### config.mk
export PLATFORM = sky130hd
export DESIGN_NAME = v_switches
export DESIGN_NICKNAME = d
export VERILOG_FILES = /design/src/rtl/v_interface_pkg.sv /design/src/rtl/v_chunk_rx.sv /design/src/rtl/v_switches.sv
export SDC_FILE = /design/constraint.sdc
export NUM_CORES = 1
export LEC_CHECK = 0
export CORE_ASPECT_RATIO = 1.75
export CORE_MARGIN = 4
export CORE_UTILIZATION = 41
export CTS_CLUSTER_DIAMETER = 120
export DETAILED_ROUTE_END_ITERATION = 10
export SYNTH_ARGS = -nofsm -noshare
export SYNTH_HDL_FRONTEND = slang
export SYNTH_SLANG_ARGS = --single-unit
### constraint.sdc
create_clock -name CLK -period 2.8 [get_ports CLK]
set_clock_uncertainty 0.05 [all_clocks]
set_input_delay 0.56 -clock CLK [delete_from_list [all_inputs] [get_ports CLK]]
set_output_delay 0.56 -clock CLK [all_outputs]
set_load 0.005 [all_outputs]
### src/rtl/v_interface_pkg.sv
// -----------------------------------------------------------------------------
// v_interface_pkg
// Shared definitions for the host-to-board virtual interface blocks:
//   - chunk type byte values for every virtual peripheral on the link
//   - chunk length (type byte + payload byte)
//   - receive framer state encoding
//   - default inter-byte timeout and its counter width
//   - saturating 8-bit increment used by the error counters
// -----------------------------------------------------------------------------
package v_interface_pkg;

   localparam logic [7:0] CHUNK_TYPE_LEDS     = 8'd2;
   localparam logic [7:0] CHUNK_TYPE_SWITCHES = 8'd3;

   localparam int CHUNK_LEN = 2;

   localparam int DEFAULT_TIMEOUT_CYCLES = 100000;
   localparam int DEFAULT_TIMEOUT_WIDTH  = 17;

   typedef enum logic [0:0] {
      RX_IDLE         = 1'b0,
      RX_WAIT_PAYLOAD = 1'b1
   } rx_state_t;

   // Increment that sticks at 0xFF instead of wrapping.
   function automatic logic [7:0] sat_inc8(input logic [7:0] value);
      if (value == 8'hFF) begin
         return value;
      end else begin
         return value + 8'd1;
      end
   endfunction

endpackage

### src/rtl/v_chunk_rx.sv
// -----------------------------------------------------------------------------
// v_chunk_rx
// Generic two-byte chunk framer for the UART receive stream. The first byte
// of a frame is the chunk type, the second the payload. On the payload byte
// it raises chunk_valid for that same cycle with chunk_type (latched type
// byte) and chunk_byte (the payload, straight from rx_byte), so the stage
// above can register its result on the very edge the payload arrives.
// A frame whose payload does not arrive within TIMEOUT_CYCLES edges of the
// type byte is dropped and counted in error_count (saturating).
//
// Ports:
//   CLK          in   clock
//   reset        in   synchronous, active-high reset
//   rx_valid     in   one-cycle strobe, rx_byte holds a received byte
//   rx_byte      in   [7:0] received byte
//   chunk_valid  out  payload of a complete chunk is on chunk_byte this cycle
//   chunk_type   out  [7:0] type byte of the current frame (registered)
//   chunk_byte   out  [7:0] payload byte (valid with chunk_valid)
//   error_count  out  [7:0] frames dropped by timeout, saturating (registered)
// -----------------------------------------------------------------------------
module v_chunk_rx
   import v_interface_pkg::*;
#(
   parameter int TIMEOUT_CYCLES = DEFAULT_TIMEOUT_CYCLES,
   parameter int TIMEOUT_WIDTH  = DEFAULT_TIMEOUT_WIDTH
) (
   input  logic       CLK,
   input  logic       reset,
   input  logic       rx_valid,
   input  logic [7:0] rx_byte,
   output logic       chunk_valid,
   output logic [7:0] chunk_type,
   output logic [7:0] chunk_byte,
   output logic [7:0] error_count
);

   // The counter is cleared on the type byte, so the edge that sees it at
   // TIMEOUT_CYCLES-1 is exactly TIMEOUT_CYCLES edges after the type byte.
   localparam logic [TIMEOUT_WIDTH-1:0] TERMINAL_COUNT = TIMEOUT_WIDTH'(TIMEOUT_CYCLES - 1);

   rx_state_t                state;
   rx_state_t                state_next;
   logic [TIMEOUT_WIDTH-1:0] idle_count;
   logic                     timeout_hit;

   assign chunk_byte = rx_byte;

   // State register.
   always_ff @(posedge CLK) begin
      if (reset) begin
         state <= RX_IDLE;
      end else begin
         state <= state_next;
      end
   end

   // Next-state decode; a byte arriving on the terminal cycle wins over the timeout.
   always_comb begin
      state_next  = state;
      chunk_valid = 1'b0;
      timeout_hit = 1'b0;
      case (state)
         RX_IDLE: begin
            if (rx_valid) begin
               state_next = RX_WAIT_PAYLOAD;
            end else begin
               state_next = RX_IDLE;
            end
         end
         RX_WAIT_PAYLOAD: begin
            if (rx_valid) begin
               state_next  = RX_IDLE;
               chunk_valid = 1'b1;
            end else if (idle_count == TERMINAL_COUNT) begin
               state_next  = RX_IDLE;
               timeout_hit = 1'b1;
            end else begin
               state_next = RX_WAIT_PAYLOAD;
            end
         end
         default: begin
            state_next = RX_IDLE;
         end
      endcase
   end

   // Type latch, inter-byte idle counter and dropped-frame counter.
   always_ff @(posedge CLK) begin
      if (reset) begin
         chunk_type  <= 8'h00;
         idle_count  <= '0;
         error_count <= 8'h00;
      end else begin
         if ((state == RX_IDLE) && rx_valid) begin
            chunk_type <= rx_byte;
            idle_count <= '0;
         end else if ((state == RX_WAIT_PAYLOAD) && !rx_valid && !timeout_hit) begin
            idle_count <= idle_count + TIMEOUT_WIDTH'(1);
         end else begin
            idle_count <= idle_count;
         end
         if (timeout_hit) begin
            error_count <= sat_inc8(error_count);
         end else begin
            error_count <= error_count;
         end
      end
   end

endmodule

### src/rtl/v_switches.sv
// -----------------------------------------------------------------------------
// v_switches
// Host-to-board virtual switch bank. Frames the UART byte stream with
// v_chunk_rx and, when a chunk addressed to INTERFACE_RX_CHUNK_TYPE carries a
// payload different from the current switch state, loads it onto SWITCHES
// and pulses updated for one cycle. Chunks for other interfaces are dropped.
//
// Ports:
//   CLK          in   clock
//   reset        in   synchronous, active-high reset
//   rx_valid     in   one-cycle strobe, rx_byte holds a received byte
//   rx_byte      in   [7:0] received byte
//   SWITCHES     out  [7:0] current virtual switch state (registered)
//   updated      out  one-cycle pulse when SWITCHES takes a new value
//   error_count  out  [7:0] frames dropped by timeout, saturating
// -----------------------------------------------------------------------------
module v_switches
   import v_interface_pkg::*;
#(
   parameter logic [7:0] INTERFACE_RX_CHUNK_TYPE = CHUNK_TYPE_SWITCHES,
   parameter int         TIMEOUT_CYCLES          = DEFAULT_TIMEOUT_CYCLES,
   parameter int         TIMEOUT_WIDTH           = DEFAULT_TIMEOUT_WIDTH
) (
   input  logic       CLK,
   input  logic       reset,
   input  logic       rx_valid,
   input  logic [7:0] rx_byte,
   output logic [7:0] SWITCHES,
   output logic       updated,
   output logic [7:0] error_count
);

   logic       chunk_valid;
   logic [7:0] chunk_type;
   logic [7:0] chunk_byte;
   logic       load_switches;

   v_chunk_rx #(
      .TIMEOUT_CYCLES (TIMEOUT_CYCLES),
      .TIMEOUT_WIDTH  (TIMEOUT_WIDTH)
   ) u_chunk_rx (
      .CLK         (CLK),
      .reset       (reset),
      .rx_valid    (rx_valid),
      .rx_byte     (rx_byte),
      .chunk_valid (chunk_valid),
      .chunk_type  (chunk_type),
      .chunk_byte  (chunk_byte),
      .error_count (error_count)
   );

   // Only a payload for this interface that actually changes the state counts.
   assign load_switches = chunk_valid
                          && (chunk_type == INTERFACE_RX_CHUNK_TYPE)
                          && (chunk_byte != SWITCHES);

   // Switch state register and its change pulse.
   always_ff @(posedge CLK) begin
      if (reset) begin
         SWITCHES <= 8'h00;
         updated  <= 1'b0;
      end else if (load_switches) begin
         SWITCHES <= chunk_byte;
         updated  <= 1'b1;
      end else begin
         SWITCHES <= SWITCHES;
         updated  <= 1'b0;
      end
   end

endmodule
Word-level counts from Yosys, hierarchy flattened
Cells that the tools add are included.
- add/sub/neg operators: 2
- equal/unequal tests: 4
- mux-type cells: 9
- bitwise logic cells: 2
- reduce and logical (&&, ||, !) cells: 9
- operator list (kind ; count):
    17-bit by 1-bit adder with 17-bit output (second input constant) ; 1
    17-bit == test (second input constant) ; 1
    8-bit by 1-bit adder with 8-bit output (second input constant) ; 1
    8-bit by 2-bit == test with 1-bit output (second input constant) ; 1
    8-bit == test (second input constant) ; 1
    1-bit two-way mux ; 8
    8-bit != test ; 1
    1-bit logical AND ; 5
    1-bit logical NOT ; 2
    1-bit NOT ; 2
    1-bit one-hot mux with 2 select lines ; 1
    2-bit AND reduction ; 1
    2-bit OR reduction ; 1
- register bits: 43
- input port bits: 11
- output and inout port bits: 17
- word-level logic and storage cells: 32

Depth between registers and ports, before layout
- word-level depth: 6
- gate-level depth with buffers: 6
- depth with buffers taken out: 5

Cells and area by module
A second synthesis with hierarchy kept.
- cells, all modules: 235
- area total of the unflattened synthesis: 2110.8 µm²
- modules (own cells, without submodules) (module ; instances ; cells an instance ; area each (µm²) ; seq. area each (µm²)):
    v_chunk_rx ; 1 ; 185 ; 1579.0 ; 680.7
    v_switches ; 1 ; 50 ; 531.8 ; 180.2

Least setup slack after synthesis
Ideal clock, no wire load.
- path kind: register to register
- from: register u_chunk_rx.idle_count[5]
- to: register u_chunk_rx.error_count[5]
- arrival time: 2.037 ns
- required time: 2.680 ns
- path slack: 0.643 ns
- cell stages (with the launch flop): 6
- path buffers: 1
- clock period less this slack: 2.157 ns
- cell sequence: dfxtp_1 > or4_4 > or4_1 > clkbuf_1 > or4_1 > a21oi_1
- cells in the longest elaborated chain, start to end: 5
- RTL lines (item ; line ; text):
    start, declared ; v_chunk_rx.sv:43 ; logic [TIMEOUT_WIDTH-1:0] idle_count;
    start signal, assigned ; v_chunk_rx.sv:98 ; idle_count <= idle_count + TIMEOUT_WIDTH'(1);
    start signal, assigned ; v_chunk_rx.sv:100 ; idle_count <= idle_count;
    17-bit == test ; v_chunk_rx.sv:74 ; end else if (idle_count == TERMINAL_COUNT) begin
    1-bit two-way mux ; v_chunk_rx.sv:74 ;
    1-bit two-way mux ; v_chunk_rx.sv:71 ; if (rx_valid) begin
    1-bit two-way mux ; v_chunk_rx.sv:62 ; case (state)
    2-bit AND reduction (no source line) ; n/a ;
    end signal, assigned ; v_chunk_rx.sv:103 ; error_count <= sat_inc8(error_count);
    end signal, assigned ; v_chunk_rx.sv:105 ; error_count <= error_count;
    end, declared ; v_chunk_rx.sv:34 ; output logic [7:0] error_count
Every way passes these cells.
A chain may end at the register's enable or synchronous reset.

Final worst setup path
- from: register u_chunk_rx.idle_count[0]
- to: register u_chunk_rx.error_count[5]
Same word-level chain as after synthesis.

==> summary.txt <==
Power and ir drop
  – Sequential share of power: 51.6%
  – Internal power: 0.945 mW
  – Worst IR Drop VDD: 293 uV
  – Pwr/cell area: 465 nW/um2
  – Switching Power: ~0.27 mW
  – Sw Ratio: 21.9%
  – Overall power: between 1 and 1.5 mW
  – LEAKAGE: between 0.8 and 0.9 nW
  – Clock power share: 41.9%
  – Comb pwr share: 6.4%

Synth
  – Main synth FF type: dfxtp_1
  – Synthesized cell area: 2140 um2
  – Post-Synthesis Cells: 250
  – Post-synth top area cell: dfxtp_1
  – Sequential area share after synthesis: 40.2%
  – Synth top area share: 40.2%
  – Async S/R FF share, synth: 0%
  – Avg Cell Area, Syn: about 8.6 um2
  – FF+latch count, synth: 43
  – Post-synth top cells: dfxtp_1 (43), nand2_1 (29), a21oi_1 (26)
  – Synth cell types: 36
  – YS warnings: 0
  – Cell with the most instances after synthesis: dfxtp_1
  – Ranking of synthesized cells by area: dfxtp_1 (40%), nand2b_1 (6.4%), a21oi_1 (6.1%)
  – Syn Nets: 263
  – EDFF count, synth: 0

STA
  – Setup total negative slack: 0 ps
  – Final Max Slew Viols: 0
  – Min Tclk post-route: 2310 ps
  – Fin crit share: 82.6%
  – Normalized max-slew margin: 57.8%
  – Finish-stage setup viols: 0
  – PnR worst setup slack: 488 ps
  – RSZ-0062 raised after global routing: false
  – Max frequency: ~430 MHz
  – Hold WS: 407 ps
  – Actual slew at the worst max-slew pin: 633 ps
  – Hold violation count in the final report: 0

CTS
  – Hold_buf cts: 0
  – Clock Path Buffers: 2
  – CTS Sinks: 43
  – CTS tree: built
  – Cts bufs inserted: 5
  – Setup Buffers After CTS: 0
  – # resized after CTS: 0
  – Clk_lat worst skew: 300 ps
  – H-tree depth: 2
  – Clock Root Buffer: clkbuf_8
  – Worst-path clk slew: 80 ps

Global routing
  – GRT Residual Overflow: 0
  – Initial antenna violation count: 0
  – First-pass GRT wire length: about 8.5 mm
  – Vias in the first global route: 1884
  – Global-route usage over all layers: between 15 and 20%
  – Largest net degree at the start of global routing: 39

Layout
  – Syn-to-layout area delta: 21.6%
  – FILL cells: 508
  – Final Core Density: between 50% and 60%
  – Layout Cells excl Fill: between 300 and 400
  – Diode count: 0
  – Ratio of cells with drive above 1 in the final layout: 7.17%
  – Nets: 291
  – Cell area after layout: about 2600 um2

Critical path
  – Buf/Inv on CP: 0
  – Setup CP Type: register to register
  – Largest stage delay on the critical path: between 700 and 800 ps
  – Critical path peak fanout: 7
  – Kind of end point of the critical path: register
  – Critical Path Most Common Cell: or4_1
  – Critical Path Start Type: register
  – Critical path's slowest cell: or4_1
  – WP data arrival: 2510 ps
  – CP required: 2990 ps
  – Crit-path leading delay family: simple AND/OR/NAND/NOR gates
  – Critical-path cell list: ha_1 > nand4_1 > or4_1 > or4_1 > a21oi_1

Floorplanning
  – Die X: 62.6 um
  – Site Rows: 34
  – Ports: 28
  – Vert. Die Dim: 104 um
  – Starting Density: 42.6%
  – DIE AREA: 6480 um2
  – Core ar.: between 5000 and 6000 um2

Placed design
  – Post-DP HPWL: roughly 3.6 mm
  – Placed Instances: 325
  – Pre-CTS WS: 379 ps
  – Port Buf Inserts: 27
  – GPL Wtd Cong: 0.803
  – Placement-stage cell area: 2480 um2

Drt
  – Initial DRC Count: 86
  – Number of routed nets with antenna violations: 0
  – Final WL: a little under 5 mm
  – WL/cell: ~15 um
  – Post-route DRC: 0
  – DR vias: 1910
  – Post-DR vias/cell: 5.74
  – DRT Pass-1 Iters: 4

Run status
  – Status: finished clean

Job
  – Max cap viols: 0

Min path
  – Worst hold-check path type: register to register
## power by group through the flow
stage / clock network, mW / logic, mW / registers (mW)
floorplan: 0 / 0.0448 / 0.638
global placement: 0 / 0.0775 / 0.639
detailed placement: 0 / 0.0788 / 0.640
CTS: 0.525 / 0.0789 / 0.625
global route: 0.544 / 0.0872 / 0.626
finish: 0.508 / 0.0777 / 0.625
## worst paths after layout
| check | end | slack (ps) | cells past startpoint | start |
|---|---|---|---|---|
| max reg2reg | u_chunk_rx.error_count[5]$_SDFFE_PP0P_ | 490 | 5 | u_chunk_rx.idle_count[0]$_SDFFE_PP0P_ |
| max | u_chunk_rx.error_count[5]$_SDFFE_PP0P_ | 490 | 5 | u_chunk_rx.idle_count[0]$_SDFFE_PP0P_ |
| min reg2reg | u_chunk_rx.chunk_type[7]$_SDFFE_PP0P_ | 410 | 2 | u_chunk_rx.chunk_type[7]$_SDFFE_PP0P_ |
| min | u_chunk_rx.chunk_type[7]$_SDFFE_PP0P_ | 410 | 2 | u_chunk_rx.chunk_type[7]$_SDFFE_PP0P_ |
## cell type report
class                   instances  area, um2  area share [%]
clock inverters                 2       35.0            1.35
well taps                      54       67.6            2.60
inverters                       3       11.3           0.433
repair buffers                 35        330            12.7
clock buffers                   6       82.6            3.17
multi-input cells             190       1210            46.7
flip-flops and latches         43        861            33.1
## registers in the layout, indices dropped and copies added, names as in the netlist
signal                  flops
SWITCHES                    8
u_chunk_rx.chunk_type       8
u_chunk_rx.error_count      8
u_chunk_rx.idle_count      17
u_chunk_rx.state            1
updated                     1
## cell families after synthesis
family	count (synthesis)	share of synthesized area, %
compound gates	53	15.0
xor+xnor	10	4.09
fa+ha+maj	2	1.17
buf+inv	17	2.98
flops	43	40.2
mux	10	4.74
simple gates	115	31.8
## layout by cell type (no fill, tap or decap), types with 7 or more instances in the layout
master and n:
dfxtp_1 43, nand2_1 29, clkdlybuf4s50_1 27, a21oi_1 26, nand2b_1 22, or4_1 13, xnor2_1 9, nand4_1 9
mux2i_1 9, o31ai_1 9, buf_4 8, o21ai_0 7
## worst register-to-register path: stages, from the launching register on
cell and delay (ps):
dfxtp_1 360, ha_1 210, nand4_1 220, or4_1 730, or4_1 540, a21oi_1 140
## routing by layer
metal	wire [um]	track usage (%)	share of wire, %	up-vias
li1	-	-	-	976
met1	2040	17.7	42	891
met3	165	2.93	3.4	13
met4	143	8.85	2.9	0
met5	0	0	0	-
met2	2540	28.3	52	30
No activity file was read; power rests on OpenSTA's default activity.
